$ cat src/rtl/abc_seq_pkg.sv
// Shared types and constants for the {A,B,C} code sequencer.
package abc_seq_pkg;

  typedef enum logic [1:0] {
    IDLE = 2'd0,
    RUN  = 2'd1,
    DONE = 2'd2
  } state_t;

  localparam int CODE_W = 3;
  localparam logic [CODE_W-1:0] CODE_ZERO = 3'b000;

endpackage

$ cat src/rtl/abc_dwell_counter.sv
// Down-counter that times how long each code is held; saturates at zero.
module abc_dwell_counter #(
  parameter int CNT_W = 8
) (
  input  logic             clk,
  input  logic             rst,
  input  logic             load,
  input  logic [CNT_W-1:0] load_val,
  input  logic             dec,
  output logic [CNT_W-1:0] count,
  output logic             zero
);

  // NOTE: sequential state uses <= so every flop samples pre-edge values.
  always_ff @(posedge clk) begin
    if (rst) begin
      count <= '0;
    end else if (load) begin
      count <= load_val;
    end else if (dec && (count != '0)) begin
      count <= count - 1'b1;
    end
  end

  assign zero = (count == '0);

endmodule

$ cat src/rtl/abc_code_sequencer.sv
// Steps {A,B,C} from 000 to LAST_CODE, holding each code DWELL cycles.
// Define ABC_SEQ_WRAP_EN for continuous mode (wrap to 000, done pulse per pass).
module abc_code_sequencer
  import abc_seq_pkg::*;
#(
  parameter int DWELL     = 4,
  parameter int LAST_CODE = 7,
  parameter int CNT_W     = 8
) (
  input  logic clk,
  input  logic rst,
  input  logic start,
  input  logic pause,
  input  logic abort,
  output logic A,
  output logic B,
  output logic C,
  output logic code_valid,
  output logic busy,
  output logic done
);

  localparam logic [CNT_W-1:0]  RELOAD = CNT_W'(DWELL - 1);
  localparam logic [CODE_W-1:0] LAST   = CODE_W'(LAST_CODE);

  state_t            state;
  logic [CODE_W-1:0] code_q;
  logic [CNT_W-1:0]  dwell_cnt;
  logic              cnt_zero;
  logic              cnt_load;
  logic              cnt_dec;
  logic              start_ok;
  logic              run_step;
  logic              last_hit;

  assign start_ok = (state == IDLE) && start && !abort;
  assign run_step = (state == RUN) && !abort && !pause;
  assign last_hit = (code_q == LAST);
  assign cnt_dec  = run_step && (dwell_cnt != '0);
`ifdef ABC_SEQ_WRAP_EN
  assign cnt_load = start_ok || (run_step && cnt_zero);
`else
  assign cnt_load = start_ok || (run_step && cnt_zero && !last_hit);
`endif

  abc_dwell_counter #(.CNT_W(CNT_W)) u_dwell (
    .clk      (clk),
    .rst      (rst),
    .load     (cnt_load),
    .load_val (RELOAD),
    .dec      (cnt_dec),
    .count    (dwell_cnt),
    .zero     (cnt_zero)
  );

  always_ff @(posedge clk) begin
    if (rst) begin
      state      <= IDLE;
      code_q     <= CODE_ZERO;
      code_valid <= 1'b0;
      busy       <= 1'b0;
      done       <= 1'b0;
    end else begin
      // NOTE: default first so done is a one-cycle pulse rather than a held value.
      done <= 1'b0;
      case (state)
        IDLE: begin
          if (start && !abort) begin
            state      <= RUN;
            code_q     <= CODE_ZERO;
            code_valid <= 1'b1;
            busy       <= 1'b1;
          end
        end
        RUN: begin
          if (abort) begin
            state      <= IDLE;
            code_q     <= CODE_ZERO;
            code_valid <= 1'b0;
            busy       <= 1'b0;
          end else if (!pause && cnt_zero) begin
            if (!last_hit) begin
              code_q <= code_q + 1'b1;
            end else begin
`ifdef ABC_SEQ_WRAP_EN
              code_q <= CODE_ZERO;
              done   <= 1'b1;
`else
              state      <= DONE;
              code_q     <= CODE_ZERO;
              code_valid <= 1'b0;
              busy       <= 1'b0;
              done       <= 1'b1;
`endif
            end
          end
        end
`ifndef ABC_SEQ_WRAP_EN
        DONE: state <= IDLE;
`endif
        default: state <= IDLE;
      endcase
    end
  end

  assign {A, B, C} = code_q;

endmodule

$ cat config.mk
export PLATFORM = sky130hd
export DESIGN_NAME = abc_code_sequencer
export DESIGN_NICKNAME = d
export VERILOG_FILES = /design/src/rtl/abc_seq_pkg.sv /design/src/rtl/abc_dwell_counter.sv /design/src/rtl/abc_code_sequencer.sv
export SDC_FILE = /design/constraint.sdc
export NUM_CORES = 1
export LEC_CHECK = 0
export BUFFER_PORTS_ARGS = -buffer_cell sky130_fd_sc_hd__clkbuf_2
export CORE_UTILIZATION = 40
export DETAILED_ROUTE_END_ITERATION = 6
export GPL_TIMING_DRIVEN = 1
export PLACE_DENSITY_LB_ADDON = 0.2
export SETUP_SLACK_MARGIN = 0.02
export SLEW_MARGIN = 20
export SYNTH_ARGS = -nofsm -noshare
export SYNTH_HDL_FRONTEND = slang
export SYNTH_SLANG_ARGS = --single-unit
$ cat constraint.sdc
create_clock -name clk -period 2.15 [get_ports clk]
set_input_delay 0.3225 -clock clk [delete_from_list [all_inputs] [get_ports clk]]
set_output_delay 0.3225 -clock clk [all_outputs]
set_load 0.03 [all_outputs]
==> flow_summary.yaml, run 1 <==
cts:
  cts_tree: "yes"
  cts_hold_buf: 0
  post_cts_resized: 0
  cts_inserted_buffers: 3
  post-cts-setup-buffers: 0
  insertion_delay_ns: 0.29
  clk_pin_slew_worst_paths_ns: 0.09
  cts_sinks: 15
  cts_buffer_depth: 2
  cts-root-buf: "clkbuf_4"
  h-tree-depth: 1
logic_synthesis:
  synthesis.nets: 95
  synth_area_um2: 783.3
  yosysTopAreaCell: "dfxtp_1"
  yosysWarningCount: 0
  syn_area_per_cell_um2: 9.108
  synth_seq_cells: 15
  ys_async_sr_fraction_pct: 0
  synth_most_common_cell: "dfxtp_1"
  synth_edf_count: 0
  synthFlopType: "dfxtp_1"
  ys_top_cells_by_count: "15 x dfxtp_1, 10 x nor2_1, 7 x a21oi_1"
  ys_seq_area_share_pct: 38.34
  synth_cell_types: 33
  synth_top_area_share_pct: 38.34
  synth_area_leaders: "dfxtp_1 38%, ha_1 6.4%, nor2_1 4.8%, a21oi_1 4.5%, xor2_1 4.5%"
  synth_cells: 86
hold_path:
  min_from: "rst"
  hp-class: "input port to register"
  hold-path-cell-count: 2
  whs_endpoint: "code_q[2]$_SDFFE_PP0P_"
grt:
  globalRouteMet1Util_pct: 20.80
  gr-total-overflow: 0
  met3_usage_pct: 7.059
  grt_max_degree: 11
  grt_pass1_vias: 590
  grtUsageMet2_pct: 26.20
  grt_first_pass_wirelength_mm: 2.518
  antenna_found_initial: 0
  top_usage_layer: "met2"
  track_usage_pct: 16.56
critical_path:
  timing.rr.end: "u_dwell.count[2]$_SDFFE_PP0P_"
  worst-setup-path-type: "register to register"
  r2r_setup_slack_ns: 0.34
  end_kind: "register"
  crit_path_max_fanout: 6
  r2r_cells: 6
  crit_arrival_ns: 1.97
  r2r-start: "u_dwell.count[0]$_SDFFE_PP0P_"
  cp-start-kind: "register"
  worstPathRequired_ns: 2.31
sta:
  relSlewSlack_pct: 65.29
  finalSetupTns_ns: 0
  finalHoldViolations: 0
  setup_ws_ns: 0.3437
  slew_violations: 0
  min_period_ns: 1.806
  tightestPinTransition_ns: 0.5163
  rsz0062_at_grt: "no"
  setup_viol: 0
  clock_skew_ns: 0.001227
  post-route-period-util_pct: 84.01
  max_freq_mhz: 553.6
pwr:
  power_uw: 539.2
  p_leak_uw: 0.0003302
  ir_worst_vdd_v: 0.0003025
  powerDensity_nw_per_um2: 613.0
die:
  die_area_um2: 2139
  num_io_pins: 11
  rows: 15
  fp.dieH_um: 46.25
  coreArea_um2: 1783
  initial_utilization_pct: 43.93
  die_w_um: 46.25
final_layout:
  antenna_cells: 0
  utilization_pct: 49.33
  drive_gt1_share_pct: 19.39
  nets: 108
  area_growth_pct: 12.30
  fin_area_um2: 879.6
status:
  status: "finished clean"
route:
  routed_via_density: 5.309
  wl_per_cell_um: 12.11
  final_antenna_net_count: 0
  routed_wl_mm: 1.490
  drt-initial-drc-count: 8
  drc: 0
  num_vias: 653
  drt_pre_antenna_iters: 4
placement:
  dp_hpwl_mm: 1.103
  place_congestion: 0.7578
  placed_area_um2: 853.3
  port_buffers: 10
  post-place-ws_ns: 0.3493
job:
  drv_cap: 0
critical path, cell delays in order, from the launching register on:
cell and delay (ns):
dfxtp_1 0.34, inv_1 0.08, ha_1 0.17, or3b_2 0.53, nor3_2 0.22, a211o_1 0.28, a311oi_1 0.06
per-layer routing:
metal	wire [um]	vias to the layer above
met1	747	293
met4	10	0
li1	-	347
met2	667	11
met5	0	-
met3	65	2
how the worst max path moves through the flow:
stage | startpoint | endpoint | slack (ns) | depth (start not counted)
2_1_floorplan | u_dwell.count[0]$_SDFFE_PP0P_ | u_dwell.count[2]$_SDFFE_PP0P_ | 0.52 | 6
3_3_place_gp | u_dwell.count[0]$_SDFFE_PP0P_ | u_dwell.count[4]$_SDFFE_PP0P_ | 0.41 | 6
3_5_place_dp | u_dwell.count[0]$_SDFFE_PP0P_ | u_dwell.count[2]$_SDFFE_PP0P_ | 0.35 | 6
4_1_cts | u_dwell.count[0]$_SDFFE_PP0P_ | u_dwell.count[2]$_SDFFE_PP0P_ | 0.33 | 6
5_1_grt | u_dwell.count[0]$_SDFFE_PP0P_ | u_dwell.count[4]$_SDFFE_PP0P_ | 0.24 | 6
6_report | u_dwell.count[0]$_SDFFE_PP0P_ | u_dwell.count[2]$_SDFFE_PP0P_ | 0.34 | 6
layout by cell type (no fill, tap or decap), types with 2 or more instances in the layout:
master     n
a211oi_1   2
a21oi_1    7
a311oi_1   2
clkbuf_2  10
clkbuf_4   3
dfxtp_1   15
ha_1       4
inv_1      4
nand3_1    3
nand4_1    2
nor2_1    10
nor3_1     6
nor3b_1    3
o21ai_0    4
xor2_1     4
cells by family after synthesis:
logic type      after synthesis  share of synthesized area (%)
simple gates                 34                          27.64
flops                        15                          38.34
buf+inv                       6                          3.354
compound gates               23                          19.81
fa+ha+maj                     4                          6.390
xor+xnor                      4                          4.472
registers in the layout, indices dropped and copies added (netlist names):
register,count
busy,1
code_q,3
done,1
state,2
u_dwell.count,8
power breakdown:
part	switching [uW]	internal (uW)
combinational	50.1	30.7
sequential	7.44	285
clock	93.8	72.1
total	151	388
stage by stage:
stage / hold slack, ns / instances
floorplan: 0.4676 / 86
global placement: 0.4822 / 119
detailed placement: 0.4909 / 119
CTS: 0.3443 / 123
global route: 0.3455 / 123
finish: 0.3389 / 123
area by class of cell:
cell class / count / area [um^2]
fill: 174 / 903.4
multi-input combinational: 65 / 456.7
sequential: 15 / 300.3
timing repair buffer: 10 / 50.05
tap: 25 / 31.28
clock buffer: 4 / 26.28
inverter: 4 / 15.01
No activity file was read; power rests on OpenSTA's default activity.
==> inputs of run 2 (changes only) <==
==> constraint.sdc (replaced) <==
create_clock -name clk -period 1.56 [get_ports clk]
set_input_delay 0.234 -clock clk [delete_from_list [all_inputs] [get_ports clk]]
set_output_delay 0.234 -clock clk [all_outputs]
set_load 0.03 [all_outputs]
==> flow_summary.yaml, run 2 (synthesis gave the netlist of run 1 again) <==
cts:
  cts_inserted_buffers: 3
  insertion_delay_ns: 0.28
  clk_pin_slew_worst_paths_ns: 0.09
  h-tree-depth: 1
  cts_sinks: 15
  cts_tree: "yes"
  cts_buffer_depth: 2
  cts-root-buf: "clkbuf_4"
critical_path:
  worstPathRequired_ns: 1.73
  r2r_cells: 7
  cp-start-kind: "register"
  worst-setup-path-type: "register to register"
  end_kind: "register"
  r2r_setup_slack_ns: -0.003
  timing.rr.end: "u_dwell.count[4]$_SDFFE_PP0P_"
  crit_arrival_ns: 1.73
  r2r-start: "u_dwell.count[0]$_SDFFE_PP0P_"
  crit_path_max_fanout: 5
status:
  status: "complete, but fails checks"
  violations: "setup timing"
sta:
  post-route-period-util_pct: 100.2
  tightestPinTransition_ns: 0.4004
  finalHoldViolations: 0
  whs_ns: 0.2610
  clock_skew_ns: 0.01071
  max_freq_mhz: 640.0
  rsz0062_at_grt: "yes"
  setup_viol: 1
  min_period_ns: 1.563
  slew_violations: 0
  relSlewSlack_pct: 73.21
  setup_ws_ns: -0.002597
job:
  drv_cap: 0
grt:
  gr-total-overflow: 0
  track_usage_pct: 18.17
  grt_pass1_vias: 655
  antenna_found_initial: 0
  grt_max_degree: 11
  grt_first_pass_wirelength_mm: 2.704
die:
  die_w_um: 46.25
  die_area_um2: 2139
  coreArea_um2: 1783
  rows: 15
  fp.dieH_um: 46.25
  initial_utilization_pct: 43.93
  num_io_pins: 11
route:
  wl_per_cell_um: 12.95
  drt_pre_antenna_iters: 4
  routed_wl_mm: 1.761
  num_vias: 721
  final_antenna_net_count: 0
  routed_via_density: 5.301
  drt-initial-drc-count: 11
  drc: 0
placement:
  post-place-ws_ns: -0.03141
  placed_area_um2: 953.4
  place_congestion: 0.7904
  port_buffers: 10
  dp_hpwl_mm: 1.258
hold_path:
  hold-path-cell-count: 2
  min_from: "rst"
  whs_endpoint: "code_q[1]$_SDFFE_PP0P_"
  hp-class: "input port to register"
final_layout:
  regMostFlops: "u_dwell.count"
  fin_area_um2: 1071
  nets: 121
  drive_gt1_share_pct: 45.05
  largest_reg_flops: 8
  top_regs: "u_dwell.count: 8 flops, code_q: 3 flops, state: 2 flops"
  mostFrequentLayoutCells: "12 x dfxtp_1, 12 x buf_4, 10 x nor2_1, 10 x clkbuf_2, 6 x nor3_1"
  antenna_cells: 0
  area_growth_pct: 36.74
pwr:
  powerDensity_nw_per_um2: 735.7
  ir_worst_vdd_v: 0.0004230
  p_leak_uw: 0.0004053
run 2: cell types whose count changed in the layout (fill, tap and decap cells not counted), moves of 3 or more:
cell | before | now
dfxtp_1 | 15 | 12
nand3_2 | 0 | 3
ha_1 | 4 | 1
dfxtp_2 | 0 | 3
buf_4 | 0 | 12
nand3_1 | 3 | 0
run 2: final cells by class:
cell class                      instances  area, um^2
Fill cell                             161       711.9
Multi-Input combinational cell         65       543.0
Sequential cell                        15       304.0
Timing Repair Buffer                   23       151.4
Tap cell                               25       31.28
Clock buffer                            4       26.28
Inverter                                4       15.01
run 2: per-stage QoR:
stage	cells	setup TNS, ns	power [uW]	utilization, %
after floorplan	86	0	501.7	-
after global placement	131	-0.07020	548.0	53.47
after detailed placement	131	-0.03141	549.6	53.47
after CTS	135	0	782.9	56.63
after global routing	136	-0.2683	840.5	60.07
final	136	-0.002597	788.0	60.07
run 2: worst max-delay path by stage:
stage	cells past startpoint	slack (ns)	start	endpoint
after floorplan	5	0.02	code_q[0]$_SDFFE_PP0P_	u_dwell.count[2]$_SDFFE_PP0P_
after global placement	6	-0.07	u_dwell.count[0]$_SDFFE_PP0P_	u_dwell.count[6]$_SDFFE_PP0P_
after detailed placement	6	-0.03	u_dwell.count[0]$_SDFFE_PP0P_	u_dwell.count[6]$_SDFFE_PP0P_
after CTS	6	0.02	u_dwell.count[0]$_SDFFE_PP0P_	u_dwell.count[6]$_SDFFE_PP0P_
after global routing	6	-0.06	u_dwell.count[0]$_SDFFE_PP0P_	u_dwell.count[6]$_SDFFE_PP0P_
final	7	-0.003	u_dwell.count[0]$_SDFFE_PP0P_	u_dwell.count[4]$_SDFFE_PP0P_
run 2: critical path: stages, from the launching register on:
cell	delay, ns
dfxtp_2	0.33
inv_2	0.08
ha_4	0.13
or3b_4	0.42
o211ai_2	0.17
buf_4	0.14
xor2_1	0.14
nor2_1	0.06
run 2: repair_timing:
item	CTS	global route
hold endpoints to repair	0	0
gates resized for setup	8	12
pin swaps	4	12
hold buffers	0	0
endpoints found under the setup margin	11	11
buffers inserted	0	1
run 2: metal layers:
layer	up-vias	global-route usage [%]	wire (um)
met1	337	20.57	827
met2	8	31.27	873
met3	2	7.059	47
li1	374	-	-
met5	-	0	0
met4	0	5.294	12
run 2: report_power, final:
part / internal, uW / switching (uW)
Sequential: 393 / 8.05
Combinational: 76.2 / 89.6
Clock: 99.2 / 121
